--- src/rtl/store_buffer.sv ---
// Store buffer between the M stage and a slow handshaked data RAM.
// Stores are queued and drained in order; loads wait on matching stores.
module store_buffer #(
    parameter int DEPTH = 4,
    parameter int PTR_W = 2
) (
    input  logic             clk,
    input  logic             reset,
    input  logic [31:0]      cpu_addr,
    input  logic [31:0]      cpu_wdata,
    input  logic [3:0]       cpu_byteen,
    input  logic             cpu_rd,
    output logic [31:0]      cpu_rdata,
    output logic             cpu_stall,
    output logic             mem_req,
    output logic             mem_we,
    output logic [31:0]      mem_addr,
    output logic [31:0]      mem_wdata,
    output logic [3:0]       mem_byteen,
    input  logic             mem_ack,
    input  logic [31:0]      mem_rdata,
    output logic [PTR_W:0]   sb_count
);

    typedef enum logic [1:0] {IDLE, WRITE, READ} state_t;

    localparam logic [PTR_W:0]   CNT_ONE  = (PTR_W+1)'(1);
    localparam logic [PTR_W:0]   CNT_FULL = (PTR_W+1)'(DEPTH);
    localparam logic [PTR_W-1:0] PTR_ONE  = PTR_W'(1);

    state_t state_q, state_d;

    logic [29:0] ent_addr [DEPTH];
    logic [31:0] ent_data [DEPTH];
    logic [3:0]  ent_be   [DEPTH];

    logic [PTR_W-1:0] head_q, tail_q;
    logic [PTR_W:0]   count_q;

    logic        is_store, is_load, full, push, pop, conflict;
    logic [PTR_W-1:0] offs;
    logic        req_d, we_d;
    logic [31:0] addr_d, wdata_d;
    logic [3:0]  be_d;
    logic        unused_addr_lsb;

    assign unused_addr_lsb = ^cpu_addr[1:0];

    assign is_store = |cpu_byteen;
    assign is_load  = cpu_rd & ~is_store;
    assign full     = (count_q == CNT_FULL);
    assign push     = is_store & ~full;
    assign pop      = (state_q == WRITE) & mem_ack;
    assign sb_count = count_q;

    // An entry is live when its distance from head is below count.
    always_comb begin
        conflict = 1'b0;
        offs     = '0;
        for (int i = 0; i < DEPTH; i++) begin
            offs = PTR_W'(i) - head_q;
            if (({1'b0, offs} < count_q) &&
                (ent_addr[i] == cpu_addr[31:2]))
                conflict = 1'b1;
        end
    end

    always_comb begin
        state_d   = state_q;
        req_d     = mem_req;
        we_d      = mem_we;
        addr_d    = mem_addr;
        wdata_d   = mem_wdata;
        be_d      = mem_byteen;
        cpu_stall = 1'b0;
        cpu_rdata = '0;
        unique case (state_q)
            IDLE: begin
                cpu_stall = is_load;
                if (is_load && !conflict) begin
                    state_d = READ;
                    req_d   = 1'b1;
                    we_d    = 1'b0;
                    addr_d  = {cpu_addr[31:2], 2'b00};
                    wdata_d = '0;
                    be_d    = '0;
                end else if (count_q != '0) begin
                    state_d = WRITE;
                    req_d   = 1'b1;
                    we_d    = 1'b1;
                    addr_d  = {ent_addr[head_q], 2'b00};
                    wdata_d = ent_data[head_q];
                    be_d    = ent_be[head_q];
                end
            end
            WRITE: begin
                cpu_stall = is_load;
                if (mem_ack) begin
                    state_d = IDLE;
                    req_d   = 1'b0;
                    we_d    = 1'b0;
                    addr_d  = '0;
                    wdata_d = '0;
                    be_d    = '0;
                end
            end
            READ: begin
                cpu_stall = is_load & ~mem_ack;
                if (mem_ack) begin
                    cpu_rdata = mem_rdata;
                    state_d   = IDLE;
                    req_d     = 1'b0;
                    addr_d    = '0;
                end
            end
            default: state_d = IDLE;
        endcase
        // Full check sees count before any same-cycle pop.
        if (is_store && full)
            cpu_stall = 1'b1;
    end

    always_ff @(posedge clk) begin
        if (!reset) begin
            state_q    <= IDLE;
            head_q     <= '0;
            tail_q     <= '0;
            count_q    <= '0;
            mem_req    <= 1'b0;
            mem_we     <= 1'b0;
            mem_addr   <= '0;
            mem_wdata  <= '0;
            mem_byteen <= '0;
        end else begin
            state_q    <= state_d;
            mem_req    <= req_d;
            mem_we     <= we_d;
            mem_addr   <= addr_d;
            mem_wdata  <= wdata_d;
            mem_byteen <= be_d;
            if (push)
                tail_q <= tail_q + PTR_ONE;
            if (pop)
                head_q <= head_q + PTR_ONE;
            if (push && !pop)
                count_q <= count_q + CNT_ONE;
            else if (pop && !push)
                count_q <= count_q - CNT_ONE;
        end
    end

    always_ff @(posedge clk) begin
        if (reset && push) begin
            ent_addr[tail_q] <= cpu_addr[31:2];
            ent_data[tail_q] <= cpu_wdata;
            ent_be[tail_q]   <= cpu_byteen;
        end
    end

endmodule

--- config.mk ---
export PLATFORM = sky130hd
export DESIGN_NAME = store_buffer
export DESIGN_NICKNAME = d
export VERILOG_FILES = /design/src/rtl/store_buffer.sv
export SDC_FILE = /design/constraint.sdc
export NUM_CORES = 1
export LEC_CHECK = 0
export CAP_MARGIN = 20
export CORE_MARGIN = 5
export CORE_UTILIZATION = 59
export DETAILED_ROUTE_END_ITERATION = 12
export PLACE_DENSITY = 0.95
export SETUP_SLACK_MARGIN = 0.4
export SYNTH_ARGS = -nofsm -noshare
export SYNTH_HDL_FRONTEND = slang
export SYNTH_SLANG_ARGS = --single-unit
--- constraint.sdc ---
create_clock -name clk -period 10.62 [get_ports clk]
set_input_delay 2.655 -clock clk [delete_from_list [all_inputs] [get_ports clk]]
set_output_delay 2.655 -clock clk [all_outputs]
set_load 0.02 [all_outputs]
---- Word-level counts from Yosys, hierarchy flattened ----
Memory sizes are Yosys's and may differ from the RTL's. A register that Yosys moved wholly into a read port is not among the register bits.
Index checks and enable logic that the tools add are counted.
storage, ports and cells
  register bits after elaboration ......... 79
  RAM bits ................................ 264
  output and inout bits ................... 106
  word-level logic and storage cells ...... 103
  memories kept ........................... 3
memory list
  memory    words  bits a word  read ports  clocked after memory_dff  wr ports  line  RTL
  ent_data  4      32           1           1                         1         34    logic [31:0] ent_data [DEPTH];
  ent_addr  4      30           5           1                         1         33    logic [29:0] ent_addr [DEPTH];
  ent_be    4      4            1           1                         1         35    logic [3:0] ent_be [DEPTH];
operators by class
  $add $sub $neg .......................... 8
  order comparisons ....................... 4
  equal/unequal tests ..................... 10
  multiplexer cells ....................... 39
  bitwise gates (word level) .............. 7
  reductions and logical operators ........ 23
operators by type and width
  kind                                              number
  two-way mux 32 bit                                7
  one-hot mux 32 bit (2 select lines)               2
  equality test 30 bit                              4
  two-way mux 2 bit                                 9
  < comparator 2 x 3 -> 1 bit                       4
  two-way mux 4 bit                                 3
  two-way mux 1 bit                                 11
  logical AND 1 bit                                 9
  one-hot mux 4 bit (2 select lines)                1
  two-way mux 3 bit                                 2
  one-hot mux 1 bit (2 select lines)                3
  AND reduction 3 bit                               2
  nonzero test 2 bit                                3
  adder 2 x 1 -> 2 bit (second input constant)      2
  AND 1 bit                                         4
  one-hot mux 2 bit (2 select lines)                1
  OR reduction 2 bit                                2
  OR reduction 4 bit                                1
  subtractor 1 x 2 -> 2 bit (first input constant)  2
  subtractor 2 bit (first input constant)           2
  adder 3 x 1 -> 3 bit (second input constant)      1
  equality test 3 bit (second input constant)       1
  zero test 1 bit                                   3
  inequality test 3 bit (second input constant)     1
  other kinds (9)                                   11

---- Depth between registers and ports, before layout ----
  word-level depth ........................ 11
  depth in mapped cells ................... 10

---- Least setup slack after synthesis ----
No wires, ideal clock.
  path type ............................... input to output
  from .................................... input port cpu_byteen[1]
  to ...................................... output port cpu_stall
  data arrival time ....................... 3.617 ns
  data required time ...................... 7.965 ns
  slack ................................... 4.348 ns
  stages on the path ...................... 3
  cell sequence ........................... nor4_1 a21oi_1 a21oi_1
between the ends
  longest elaborated chain between the ends .. 6
  elaborated cells on any way between the ends .. 7
  classes of those cells .................. mux: 2; bitwise: 3; reduce/logical: 2
RTL lines
  what                                line  RTL
  start: declaration                  11    input logic [3:0] cpu_byteen,
  OR reduction 4 bit (*)              49    assign is_store = |cpu_byteen;
  NOT 1 bit                           50    assign is_load = cpu_rd & ~is_store;
  AND 1 bit                           50
  AND 1 bit                           108   cpu_stall = is_load & ~mem_ack;
  one-hot mux 1 bit (2 select lines)  77    unique case (state_q)
  two-way mux 1 bit (*)               119   if (is_store && full)
  end: declaration                    14    output logic cpu_stall,
Mark *: on every way between the ends. The rest lies on a longest branch, timed or not.

---- Final worst setup path ----
Ends and elaborated chain as after synthesis.

==> impl_metrics.toml <==
[power_and_ir_drop]
power_switching_w = 0.001383
p_seq_share_pct = 43.9
switching_share_pct = 31.51
p_leak_nw = 6.350
peakVddDrop_uv = 201.8
power.internal_w = 0.003007
pwr-share-clk_pct = 26.1
p_per_area_nw_per_um2 = 243.2
combPwrFrac_pct = 30.0

[timing]
rsz0062_at_grt = "no"
skew_ns = 0.01219
finalSetupViolCount = 0
tns_ns = 0
worst_slew_pin_slew_ns = 0.9760
setup_ws_ns = 3.024
finalMaxSlewViolations = 0
finalCritPeriodShare_pct = 71.52
fmax_mhz = 131.7
holdWs_ns = 0.4621
relSlewSlack_pct = 34.94
hold_viol = 0
timing.final.crit_period_ns = 7.596

[synthesis]
synth_cells = 937
yosys_most_used_dff = "edfxtp_1"
synth_area_um2 = 14830
ys_async_sr_fraction_pct = 0
synth.most_common_cell = "edfxtp_1"
synth.distinct_cells = 47
synth_top_area_share_pct = 53.44
seq_area_frac_synth_pct = 64.10
synth-edff-count = 264
ys_ff_latch = 343
yosysWarnings = 0
yosys-top-cells-count = "264 x edfxtp_1, 83 x xor2_1, 79 x dfxtp_1, 66 x mux4_2, 47 x inv_1"
yosysTopAreaCell = "edfxtp_1"
ys_top_cells_by_area = "edfxtp_1 53%, dfxtp_1 11%, mux4_2 10%"
synth_area_per_cell_um2 = 15.83

[grt]
antenna_found_initial = 0
track_usage_pct = 24.85
grt_overflow = 0
grt_pass1_vias = 9266
grt_pass1_wl_um = 54700
grt_max_degree = 57

[critical_path]
r2r_cells = 9
reg2reg_from = "sb_count[1]"
worst-endpoint-required_ns = 7.97
crit_end = "cpu_stall"
setup.worst_path.start = "cpu_byteen[1]"
reg2reg_to = "mem_wdata[24]"
path_class = "in2out"
cp.arrival_ns = 4.94
end_kind = "output pin"
startpoint_type = "primary input"
r2r_slack_ns = 7.07
worst-path-max-fanout = 8

[clock_network]
numCtsBuffers = 34
clkLatencyLatePin_ns = 0.51
post_cts_buffers = 0
htree_levels = 2
root_buffer = "clkbuf_16"
cts_hold_buf = 0
cts_tree = "built"
path_clk_slew_ns = 0.06
clock_path_buffers = 3
cts_resized = 0
clock-sinks = 343

[placement]
gp_congestion = 0.8448
dpl_cell_area_um2 = 16970
place_ws_ns = 3.186
dp_hpwl_um = 22570
numPortBuffers = 205

[min_path]
hold_path.class = "reg2reg"

[die]
start_util_pct = 59.42
die_y_um = 168.6
dieArea_um2 = 28410
core_um2 = 24960
placementRows = 58
die_w_um = 168.6
num_io_pins = 210

[route]
drt_iter0_drc = 887
post_drt_wl_per_cell_um = 24.08
via_count = 8939
routed_via_density = 6.089
drt_wl_total_um = 35360
wl_met2_um = 17660
wl_met1_um = 13160
remaining_drc_errors = 0
ant_nets = 0
top_layer = "met4"
drt-pass1-iter-count = 5
wl_met3_um = 3328

[cells_and_area]
fin_area_um2 = 18050
n_antenna_cell = 0
drive_gt1_share_pct = 13.88
utilization_pct = 72.30
areaGrowthSynthToFinish_pct = 21.67
fin_nets = 1232

[outcome]
status = "finished, final reports clean"

[job]
cap_violations = 0
## logic make-up (layout without fill, tap and decap cells)
family                   after synthesis  after routing  synth area share, %
flip-flops                           343            343                64.10
XOR/XNOR                             126            126                7.439
other                                  1              2              0.02528
buffers and inverters                123            323                4.091
multiplexers                          99             99                12.25
adder cells (fa/ha/maj)               14             14                1.231
AND/OR/NAND/NOR                      140            140                5.356
AO/OA/AOI/OAI                         91             91                5.508
## stage by stage
stage | cells | total power [W]
2_1_floorplan | 938 | 0.002732
3_3_place_gp | 1406 | 0.003176
3_5_place_dp | 1407 | 0.003242
4_1_cts | 1467 | 0.004399
5_1_grt | 1468 | 0.004578
6_report | 1468 | 0.004390
## state kept, by name, summed over array words and instances, names as in the netlist, named ones only
signal,cells
ent_data,128
ent_addr,120
mem_wdata,32
mem_addr,30
ent_be,16
mem_byteen,4
sb_count,3
head_q,2
state_q,2
tail_q,2
mem_req,1
mem_we,1
## cells in the final DEF (no fill, tap or decap), drive strengths merged, types with 5 or more instances in the layout
| cell | n |
|---|---|
| clkdlybuf4s50 | 204 |
| inv | 48 |
| edfxtp | 264 |
| clkbuf | 53 |
| o21ai | 8 |
| nand3 | 5 |
| and3 | 36 |
| nand2 | 43 |
| nor4 | 21 |
| o22ai | 36 |
| dfxtp | 79 |
| o2bb2ai | 30 |
| nand4 | 13 |
| a21oi | 7 |
| mux4 | 66 |
| xor2 | 83 |
| mux2i | 33 |
| xnor2 | 43 |
| buf | 12 |
| ha | 13 |
| and2 | 5 |
## how the worst min path moves through the flow
| stage | from | endpoint | cells past startpoint | slack, ns |
|---|---|---|---|---|
| finish | mem_we | mem_we | 2 | 0.46 |
| CTS | mem_addr[20] | mem_addr[20] | 1 | 0.46 |
| global placement | mem_we | mem_we | 2 | 0.45 |
| floorplan | state_q[1] | state_q[1] | 2 | 0.49 |
| detailed placement | mem_addr[20] | mem_addr[20] | 1 | 0.45 |
| global route | mem_addr[24] | mem_addr[24] | 1 | 0.48 |
## critical path: stages
cell and delay (ns):
clkdlybuf4s50_1 0.52, nor4_1 0.50, a21oi_1 0.27, a21oi_1 0.25, clkdlybuf4s50_1 0.74
## metal layers
| layer | GRT usage, % | vias up |
|---|---|---|
| met5 | 0 | - |
| met4 | 8.363 | 0 |
| met3 | 4.974 | 82 |
| met2 | 41.68 | 515 |
| met1 | 32.93 | 4452 |
| li1 | - | 3890 |
## power groups by stage
stage	Combinational (W)	Clock (W)	Sequential, W
floorplan	0.000691	0	0.00204
global placement	0.00125	0	0.00193
detailed placement	0.00129	0	0.00195
CTS	0.00131	0.00116	0.00193
global route	0.00140	0.00122	0.00196
finish	0.00132	0.00114	0.00193
## layout make-up
class	instances	area [µm²]
well taps	330	412.9
repair buffers	216	2155
clock inverters	7	62.56
inverters	47	176.4
clock buffers	53	993.5
flip-flops and latches	343	9514
fillers	1497	6915
multi-input cells	472	4735
Power figures use the tool's default switching activity.
